`src/rtl/div_iter_hs_if.sv`:
```
// div_iter_hs_if: request/result bundle for the iterative divider.
// The master side issues operations and consumes results; the slave side is the divider.
// dbg_state mirrors the divider FSM state (IDLE=0, BUSY=1, FIX=2, DONE=3).
interface div_iter_hs_if #(
   parameter int WIDTH = 32,
   parameter int TAG_W = 4
);
   logic             in_valid;
   logic             in_ready;
   logic             div_signed;
   logic [WIDTH-1:0] x;
   logic [WIDTH-1:0] y;
   logic [TAG_W-1:0] in_tag;
   logic             flush;
   logic             out_valid;
   logic             out_ready;
   logic [WIDTH-1:0] s;
   logic [WIDTH-1:0] r;
   logic             div_zero;
   logic [TAG_W-1:0] out_tag;
   logic [1:0]       dbg_state;

   modport master (
      output in_valid, div_signed, x, y, in_tag, flush, out_ready,
      input  in_ready, out_valid, s, r, div_zero, out_tag, dbg_state
   );

   modport slave (
      input  in_valid, div_signed, x, y, in_tag, flush, out_ready,
      output in_ready, out_valid, s, r, div_zero, out_tag, dbg_state
   );
endinterface

```
`src/rtl/div_iter_hs.sv`:
```
// div_iter_hs: iterative restoring divider (signed/unsigned) with valid/ready
// handshakes on request and result, flush, tag passthrough and zero-bubble
// back-to-back issue. One quotient bit per cycle; result WIDTH+1 cycles after accept.
// Optional macro DIV_ZERO_FAST_EN: a divide-by-zero accept skips the iteration and
// presents its result one cycle after accept.
//
// Handshake: a transfer happens on a rising div_clk edge where valid & ready are
// both high; valid never depends on ready, and once out_valid is high the result
// (s, r, div_zero, out_tag) holds until the transfer or a flush.
module div_iter_hs #(
   parameter int WIDTH = 32,
   parameter int TAG_W = 4
) (
   input logic        div_clk,
   input logic        reset,
   div_iter_hs_if.slave bus
);

   typedef enum logic [1:0] {
      IDLE = 2'd0,
      BUSY = 2'd1,
      FIX  = 2'd2,
      DONE = 2'd3
   } state_t;

   localparam int CNT_W = $clog2(WIDTH);
   localparam logic [CNT_W-1:0] CNT_LAST = CNT_W'(WIDTH - 1);
   localparam logic [WIDTH-1:0] ONE_W    = WIDTH'(1);

   state_t state_q, state_d;

   logic [CNT_W-1:0] cnt_q;
   logic [WIDTH-1:0] dvd_q;      // dividend bits shift out, quotient bits shift in
   logic [WIDTH-1:0] dsr_q;      // |y|
   logic [WIDTH:0]   rem_q;      // partial remainder
   logic [WIDTH-1:0] x_raw_q;
   logic             q_neg_q, r_neg_q, zero_q;
   logic [TAG_W-1:0] tag_q;

   logic [WIDTH-1:0] s_q, r_q;
   logic             div_zero_q;
   logic [TAG_W-1:0] out_tag_q;

   logic             in_ready, accept, fast_zero;
   logic             x_neg, y_neg, y_is_zero;
   logic [WIDTH-1:0] x_abs, y_abs;
   logic [WIDTH+1:0] rem_shift, trial;
   logic             borrow;
   logic [WIDTH:0]   rem_next;
   logic [WIDTH-1:0] rem_mag, s_fix, r_fix;

   // Request side decode: readiness, operand magnitudes and signs
   always_comb begin
      in_ready  = ((state_q == IDLE) | ((state_q == DONE) & bus.out_ready)) & ~bus.flush;
      accept    = bus.in_valid & in_ready;
      x_neg     = bus.div_signed & bus.x[WIDTH-1];
      y_neg     = bus.div_signed & bus.y[WIDTH-1];
      y_is_zero = (bus.y == '0);
      x_abs     = x_neg ? (~bus.x + ONE_W) : bus.x;
      y_abs     = y_neg ? (~bus.y + ONE_W) : bus.y;
`ifdef DIV_ZERO_FAST_EN
      fast_zero = accept & y_is_zero;
`else
      fast_zero = 1'b0;
`endif
   end

   // One restoring step and the final sign correction
   always_comb begin
      rem_shift = {rem_q, dvd_q[WIDTH-1]};
      trial     = rem_shift - {2'b00, dsr_q};
      borrow    = trial[WIDTH+1];
      rem_next  = borrow ? rem_shift[WIDTH:0] : trial[WIDTH:0];
      rem_mag   = rem_q[WIDTH-1:0];
      s_fix     = zero_q ? '1      : (q_neg_q ? (~dvd_q + ONE_W)   : dvd_q);
      r_fix     = zero_q ? x_raw_q : (r_neg_q ? (~rem_mag + ONE_W) : rem_mag);
   end

   // FSM state register
   always_ff @(posedge div_clk or posedge reset) begin
      if (reset) state_q <= IDLE;
      else       state_q <= state_d;
   end

   // FSM next-state logic; flush abandons whatever is in flight
   always_comb begin
      state_d = state_q;
      case (state_q)
         IDLE: if (accept) state_d = fast_zero ? DONE : BUSY;
         BUSY: begin
            if (bus.flush)              state_d = IDLE;
            else if (cnt_q == CNT_LAST) state_d = FIX;
         end
         FIX:  state_d = bus.flush ? IDLE : DONE;
         DONE: begin
            if (bus.flush)          state_d = IDLE;
            else if (accept)        state_d = fast_zero ? DONE : BUSY;
            else if (bus.out_ready) state_d = IDLE;
         end
         default: state_d = IDLE;
      endcase
   end

   // Operand capture on accept, then one quotient bit per BUSY cycle
   always_ff @(posedge div_clk or posedge reset) begin
      if (reset) begin
         cnt_q   <= '0;
         dvd_q   <= '0;
         dsr_q   <= '0;
         rem_q   <= '0;
         x_raw_q <= '0;
         q_neg_q <= 1'b0;
         r_neg_q <= 1'b0;
         zero_q  <= 1'b0;
         tag_q   <= '0;
      end else if (accept) begin
         cnt_q   <= '0;
         dvd_q   <= x_abs;
         dsr_q   <= y_abs;
         rem_q   <= '0;
         x_raw_q <= bus.x;
         q_neg_q <= bus.div_signed & (bus.x[WIDTH-1] ^ bus.y[WIDTH-1]);
         r_neg_q <= x_neg;
         zero_q  <= y_is_zero;
         tag_q   <= bus.in_tag;
      end else if (state_q == BUSY) begin
         cnt_q   <= cnt_q + CNT_W'(1);
         dvd_q   <= {dvd_q[WIDTH-2:0], ~borrow};
         rem_q   <= rem_next;
      end
   end

   // Result registers: written in FIX (or directly on a fast zero-divide accept)
   always_ff @(posedge div_clk or posedge reset) begin
      if (reset) begin
         s_q        <= '0;
         r_q        <= '0;
         div_zero_q <= 1'b0;
         out_tag_q  <= '0;
      end else if (fast_zero) begin
         s_q        <= '1;
         r_q        <= bus.x;
         div_zero_q <= 1'b1;
         out_tag_q  <= bus.in_tag;
      end else if (state_q == FIX) begin
         s_q        <= s_fix;
         r_q        <= r_fix;
         div_zero_q <= zero_q;
         out_tag_q  <= tag_q;
      end
   end

   assign bus.in_ready  = in_ready;
   assign bus.out_valid = (state_q == DONE);
   assign bus.s         = s_q;
   assign bus.r         = r_q;
   assign bus.div_zero  = div_zero_q;
   assign bus.out_tag   = out_tag_q;
   assign bus.dbg_state = state_q;

endmodule

```
`src/flat_wrapper.sv`:
```
// flat-port wrapper written by rule: the top's interface ports become plain ports
module div_iter_hs_flat 
#(
   parameter int WIDTH = 32,
   parameter int TAG_W = 4
)
  (div_clk, reset, bus_in_valid, bus_div_signed, bus_x, bus_y, bus_in_tag, bus_flush, bus_out_ready, bus_in_ready, bus_out_valid, bus_s, bus_r, bus_div_zero, bus_out_tag, bus_dbg_state);
  div_iter_hs_if #(.WIDTH(WIDTH), .TAG_W(TAG_W)) bus_i ();
  input logic div_clk;
  input logic reset;
  input wire logic [$bits(bus_i.in_valid)-1:0] bus_in_valid;
  input wire logic [$bits(bus_i.div_signed)-1:0] bus_div_signed;
  input wire logic [$bits(bus_i.x)-1:0] bus_x;
  input wire logic [$bits(bus_i.y)-1:0] bus_y;
  input wire logic [$bits(bus_i.in_tag)-1:0] bus_in_tag;
  input wire logic [$bits(bus_i.flush)-1:0] bus_flush;
  input wire logic [$bits(bus_i.out_ready)-1:0] bus_out_ready;
  output wire logic [$bits(bus_i.in_ready)-1:0] bus_in_ready;
  output wire logic [$bits(bus_i.out_valid)-1:0] bus_out_valid;
  output wire logic [$bits(bus_i.s)-1:0] bus_s;
  output wire logic [$bits(bus_i.r)-1:0] bus_r;
  output wire logic [$bits(bus_i.div_zero)-1:0] bus_div_zero;
  output wire logic [$bits(bus_i.out_tag)-1:0] bus_out_tag;
  output wire logic [$bits(bus_i.dbg_state)-1:0] bus_dbg_state;
  assign bus_i.in_valid = bus_in_valid;
  assign bus_i.div_signed = bus_div_signed;
  assign bus_i.x = bus_x;
  assign bus_i.y = bus_y;
  assign bus_i.in_tag = bus_in_tag;
  assign bus_i.flush = bus_flush;
  assign bus_i.out_ready = bus_out_ready;
  assign bus_in_ready = bus_i.in_ready;
  assign bus_out_valid = bus_i.out_valid;
  assign bus_s = bus_i.s;
  assign bus_r = bus_i.r;
  assign bus_div_zero = bus_i.div_zero;
  assign bus_out_tag = bus_i.out_tag;
  assign bus_dbg_state = bus_i.dbg_state;
  div_iter_hs #(.WIDTH(WIDTH), .TAG_W(TAG_W)) u_core (.div_clk(div_clk), .reset(reset), .bus(bus_i));
endmodule
```
`config.mk`:
```
export PLATFORM = sky130hd
export DESIGN_NAME = div_iter_hs_flat
export DESIGN_NICKNAME = d
export VERILOG_FILES = /design/src/rtl/div_iter_hs_if.sv /design/src/rtl/div_iter_hs.sv /design/src/flat_wrapper.sv
export SDC_FILE = /design/constraint.sdc
export NUM_CORES = 1
export LEC_CHECK = 0
export ABC_AREA = 1
export BUFFER_PORTS_ARGS = -buffer_cell sky130_fd_sc_hd__buf_2
export CAP_MARGIN = 20
export CORE_MARGIN = 3
export CORE_UTILIZATION = 38
export CTS_CLUSTER_SIZE = 14
export DETAILED_ROUTE_END_ITERATION = 7
export PLACE_DENSITY = 0.55
export SYNTH_ARGS = -nofsm -noshare
export SYNTH_HDL_FRONTEND = slang
export SYNTH_SLANG_ARGS = --single-unit
```
`constraint.sdc`:
```
create_clock -name div_clk -period 9.4 [get_ports div_clk]
set_input_delay 0 -clock div_clk [delete_from_list [all_inputs] [get_ports div_clk]]
set_output_delay 0 -clock div_clk [all_outputs]
set_load 0.03 [all_outputs]
```
; ---- Word-level counts from Yosys, hierarchy flattened
; Cells that the tools add are included.
; Widths: inputs -> output; s select.
[totals]
regBits = 212
latchBits = 0
mem_bits_rw = 0
rom_bits = 0
in_bits = 74
out_inout_bits = 73
wordCells = 66
memories = 0
[op_classes]
add_sub_neg = 6
n_mul = 0
n_div = 0
order_cmp = 0
n_eq_ne = 7
shift = 0
n_mux = 21
bitwise_logic = 14
n_reduce_logical = 4
[op_table]
columns = cell, count
row1 = $mux 32, 8
row2 = $add 32x1->32 const B, 4
row3 = $not 32->32, 4
row4 = $mux 33, 3
row5 = $sub 34x32->34, 1
row6 = $logic_not 32->1, 1
row7 = $mux 2, 7
row8 = $mux 5, 2
row9 = $pmux 2 s4, 1
row10 = $and 1x1->1, 6
row11 = $add 5x1->5 const B, 1
row12 = $eq 5x5->1 const B, 1
row13 = $eq 2x2->1 const B, 2
row14 = $ne 4x3->1 const B, 1
row15 = $ne 3x2->1 const B, 1
row16 = $reduce_and 3->1, 1
row17 = $eq 2x1->1 const B, 1
row18 = $logic_not 2->1, 1
row19 = $ne 2x1->1 const B, 1
row20 = $not 1->1, 2
row21 = $reduce_bool 2->1, 1
row22 = $or 1x1->1, 1
row23 = $xor 1x1->1, 1

; ---- Longest topological paths before layout
[depth]
word_depth = 8
depth_mapped = 18

; ---- Least setup slack after synthesis
; Ideal clock, no wire load.
[synth_path]
path_type = reg-to-reg
startpoint = register u_core.rem_q[23]
endpoint = register u_core.rem_q[2]
arrival_ns = 1.916
t_required_ns = 9.283
setup_slack_ns = 7.367
stages_incl_launch_ff = 15
cell_sequence = dfrtp_1 > ha_1 > nand2_2 > inv_1 > nand2_1 > nand2_1 > a21oi_2 > nor2_1 > nor2_4 > nand2_4 > nand2_4 > buf_6 > nand3_2 > nand3_1 > nand2_1
[synth_via]
elab_chain_cells = 4
[synth_rtl]
columns = element, line_no
row1 = start: declaration, div_iter_hs.sv:35  ; logic [WIDTH:0] rem_q;
row2 = start signal: assignment, div_iter_hs.sv:129  ; rem_q <= rem_next;
row3 = $sub 34x32->34, div_iter_hs.sv:71  ; trial = rem_shift - {2'b00, dsr_q};
row4 = $mux 33, div_iter_hs.sv:73  ; rem_next = borrow ? rem_shift[WIDTH:0] : trial[WIDTH:0];
row5 = $mux 33, div_iter_hs.sv:126  ; end else if (state_q == BUSY) begin
row6 = $mux 33, div_iter_hs.sv:116  ; end else if (accept) begin
; No other way between the ends. The select of a mux whose other input is x is not followed.
; A chain may end at the register's enable or synchronous reset.

; ---- Final worst setup path
[layout_path]
startpoint = input bus_div_signed
endpoint = register u_core.dsr_q[29]
[layout_via]
elab_chain_cells = 2
[layout_rtl]
columns = element, line_no
row1 = start: declaration, flat_wrapper.sv:12  ; input wire logic [$bits(bus_i.div_signed)-1:0] bus_div_signed;
row2 = $and 1x1->1, div_iter_hs.sv:57  ; y_neg = bus.div_signed & bus.y[WIDTH-1];
row3 = $mux 32, div_iter_hs.sv:60  ; y_abs = y_neg ? (~bus.y + ONE_W) : bus.y;
row4 = end signal: assignment, div_iter_hs.sv:119  ; dsr_q <= y_abs;
row5 = end: declaration, div_iter_hs.sv:34  ; logic [WIDTH-1:0] dsr_q;
; No other way between the ends.

==> results.sh <==
export IMPL_post_synth_xor_area_fraction_pct=3.30
export IMPL_ys_warnings_count=0
export IMPL_die_w_um=206
export IMPL_synthMuxAreaShare_pct=0
export IMPL_stdcell_area_um2=18000
export IMPL_leakage_nw=9.32
export IMPL_antenna_found_initial=0
export IMPL_drive_gt1_share_pct=11.8
export IMPL_synth_top_area_share_pct=35.1
export IMPL_clock_sinks=212
export IMPL_die_y_um=206
export IMPL_layout_min_cycle_time_ps=3140
export IMPL_cts_buffers=26
export IMPL_fp_coreArea_um2=39000
export IMPL_dr_pass1_iters=5
export IMPL_clockRootBuffer="clkbuf_16"
export IMPL_track_usage_pct=24.2
export IMPL_synthAdderAreaFrac_pct=3.27
export IMPL_worstMarginPinSlew_ps=1010
export IMPL_drt_total_wl_um=51200
export IMPL_insertion_delay_ps=550
export IMPL_rsz0062_at_grt="false"
export IMPL_cts_buffer_depth=3
export IMPL_postCtsResizedCells=0
export IMPL_gp_congestion=0.930
export IMPL_seq_area_frac_synth_pct=35.1
export IMPL_synth_ff_type="dfrtp_1"
export IMPL_num_io_pins=147
export IMPL_cpMostUsedCell="nand2_1"
export IMPL_cp_required_ps=9820
export IMPL_r2r_end="u_core.zero_q"
export IMPL_final_core_util_pct=46.2
export IMPL_netlist_area_um2=15100
export IMPL_vdd_ir_drop_worst_mv=0.229
export IMPL_power_density_nw_per_um2=398
export IMPL_r2r_start="u_core.bus.dbg_state[1]"
export IMPL_endpoint_kind="flop"
export IMPL_vias=15100
export IMPL_synthTopCellsByArea="dfrtp_1 (35%), nand2_1 (16%), inv_1 (8.3%)"
export IMPL_ys_seq_elements=212
export IMPL_criticalPathCategory="input pin to flop"
export IMPL_period_share_pct=33.4
export IMPL_synthTopCellsByCount="nand2_1 (659), inv_1 (334), dfrtp_1 (212)"
export IMPL_yosys_area_top_type="dfrtp_1"
export IMPL_max_freq_mhz=319
export IMPL_ff2ff_setup_slack_ps=6350
export IMPL_dieArea_um2=42300
export IMPL_grt_pass1_vias=14400
export IMPL_slew_headroom_pct=32.6
export IMPL_wl_per_cell_um=17.3
export IMPL_hpwl_um=38200
export IMPL_viasPerCell=5.11
export IMPL_cts_tree="yes"
export IMPL_hold_class="input pin to async pin"
export IMPL_slowest_stage="inv_1"
export IMPL_reg2reg_depth=12
export IMPL_initialDrtViolationCount=1066
export IMPL_port_buffers=146
export IMPL_tns_ps=0
export IMPL_async_flop_share_pct=100
export IMPL_grt_max_degree=88
export IMPL_synth_edf_count=0
export IMPL_synth_simple_area_share_pct=34.2
export IMPL_synth_distinct_cells=54
export IMPL_status="completed"
export IMPL_maxCapViolations=0
export IMPL_crit_chain="dlygate4sd3_1 -> buf_2 -> nand2_1 -> inv_1 -> o41ai_1 -> nand2_1 -> nand2_1 -> dlygate4sd3_1 -> nand3_1 -> dlygate4sd3_1 -> nand2_1"
export IMPL_drv_slew=0
export IMPL_drtAntennaViolNets=0
export IMPL_grt_ovfl_total=0
export IMPL_path_clk_slew_ps=50
export IMPL_syn_area_per_cell_um2=6.79
export IMPL_slowest_delay_ps=880
export IMPL_skew_ps=17.8
export IMPL_hold_violations=0
export IMPL_start_util_pct=38.8
export IMPL_synth_nets=2341
export IMPL_place_area_um2=16200
export IMPL_syn_inst=2228
export IMPL_layout_nets=2540
export IMPL_drc=0
export IMPL_setup_viol=0
export IMPL_synth_top_family_by_area="simple AND/OR/NAND/NOR gates"
export IMPL_crit_path_start_kind="input pin"
export IMPL_syn2layout_area_growth_pct=19.0
export IMPL_antenna_cells=0
export IMPL_synth_compound_area_share_pct=12.7
export IMPL_yosysMostFrequentCell="nand2_1"
export IMPL_path_max_fanout=31
export IMPL_htree_levels=1
export IMPL_fp_row_count=72
export IMPL_critPathArrivalTime_ps=3560
export IMPL_grt_pass1_wl_um=80800
-- stage by stage --
stage | instances | hold WS (ps) | setup slack, ps | power [mW]
final | 2962 | 102 | 6260 | 7.16
after global routing | 2962 | 134 | 6070 | 7.83
after detailed placement | 2825 | 139 | 6440 | 6.03
after floorplan | 2228 | 70.8 | 3610 | 4.90
after global placement | 2824 | 133 | 6530 | 6.00
after CTS | 2962 | 77.3 | 6330 | 7.18
-- placed cells by master, fill, tap and decap left out, types with 5 or more instances in the layout --
master         instances
a21oi_1               76
a31oi_1               13
buf_2                146
buf_4                 10
clkbuf_16             27
clkinv_2               5
dfrtp_1              212
dlygate4sd3_1         92
ha_1                  38
inv_1                333
inv_2                  8
nand2_1              659
nand2_2               10
nand2_4                6
nand3_1              182
nand3_2               39
nand3b_1              13
nand4_1               18
nor2_1               185
nor2_2                 8
nor3_1                21
o211ai_1              40
o21ai_0              148
o21ai_1               12
o221ai_1              10
o22ai_1               17
xnor2_1               19
xor2_1                38
-- worst max-delay path, delay by kind of cell --
| family | cells | cell delay [ps] |
|---|---|---|
| and+or+nand+nor | 5 | 630 |
| AOI/OAI and AO/OA | 1 | 230 |
| buffers and inverters | 5 | 2680 |
-- how the worst max path moves through the flow --
| stage | slack (ps) | from | to | depth (start not counted) |
|---|---|---|---|---|
| global placement | 6530 | u_core.bus.dbg_state[1] | u_core.bus.s[3] | 9 |
| detailed placement | 6440 | u_core.bus.dbg_state[1] | u_core.bus.s[3] | 9 |
| finish | 6260 | bus_div_signed | u_core.dsr_q[29] | 11 |
| floorplan | 3610 | reset | u_core.bus.dbg_state[0] | 1 |
| CTS | 6330 | bus_div_signed | u_core.dsr_q[29] | 11 |
| global route | 6070 | bus_div_signed | u_core.dsr_q[29] | 11 |
-- registers in the layout (all words and copies together), names as in the netlist, 2 cells and up --
name and count:
u_core.dvd_q 32, u_core.bus.dbg_state 2, u_core.bus.s 32, u_core.cnt_q 5, u_core.bus.out_tag 4, u_core.bus.r 32
u_core.dsr_q 32, u_core.rem_q 33, u_core.tag_q 4, u_core.x_raw_q 32
-- repair_timing --
| action | in CTS | in global routing |
|---|---|---|
| setup buffers | 0 | 0 |
| endpoints found under the hold margin | 190 | 0 |
| hold buffers | 92 | 0 |
-- final cells by class --
class	count	area [um2]
Fill cell	4076	21000
Multi-Input combinational cell	1595	8110
Sequential cell	212	5310
Timing Repair Buffer	249	1750
Inverter	343	1290
Clock buffer	34	742
Tap cell	518	648
Clock inverter	11	161
-- cells by family after synthesis --
kind of cell	after synthesis
adders and majority gates	39
xor gates and xnor gates	57
DFF	212
AOI/OAI and AO/OA	336
and+or+nand+nor	1163
buffers and inverters	421
-- layer usage --
layer	global-route usage, %	wire (um)
met1	36.2	24800
met2	37.0	22400
met3	2.83	2740
met4	6.18	1250
met5	0	0
-- report_power, final --
group | switching [mW] | total, mW | internal [mW] | leakage (nW)
clock network | 0.417 | 1.08 | 0.661 | 0.445
registers | 0.392 | 1.74 | 1.35 | 2.62
logic | 2.92 | 4.34 | 1.42 | 6.26
(Power assumes the default switching activity.)
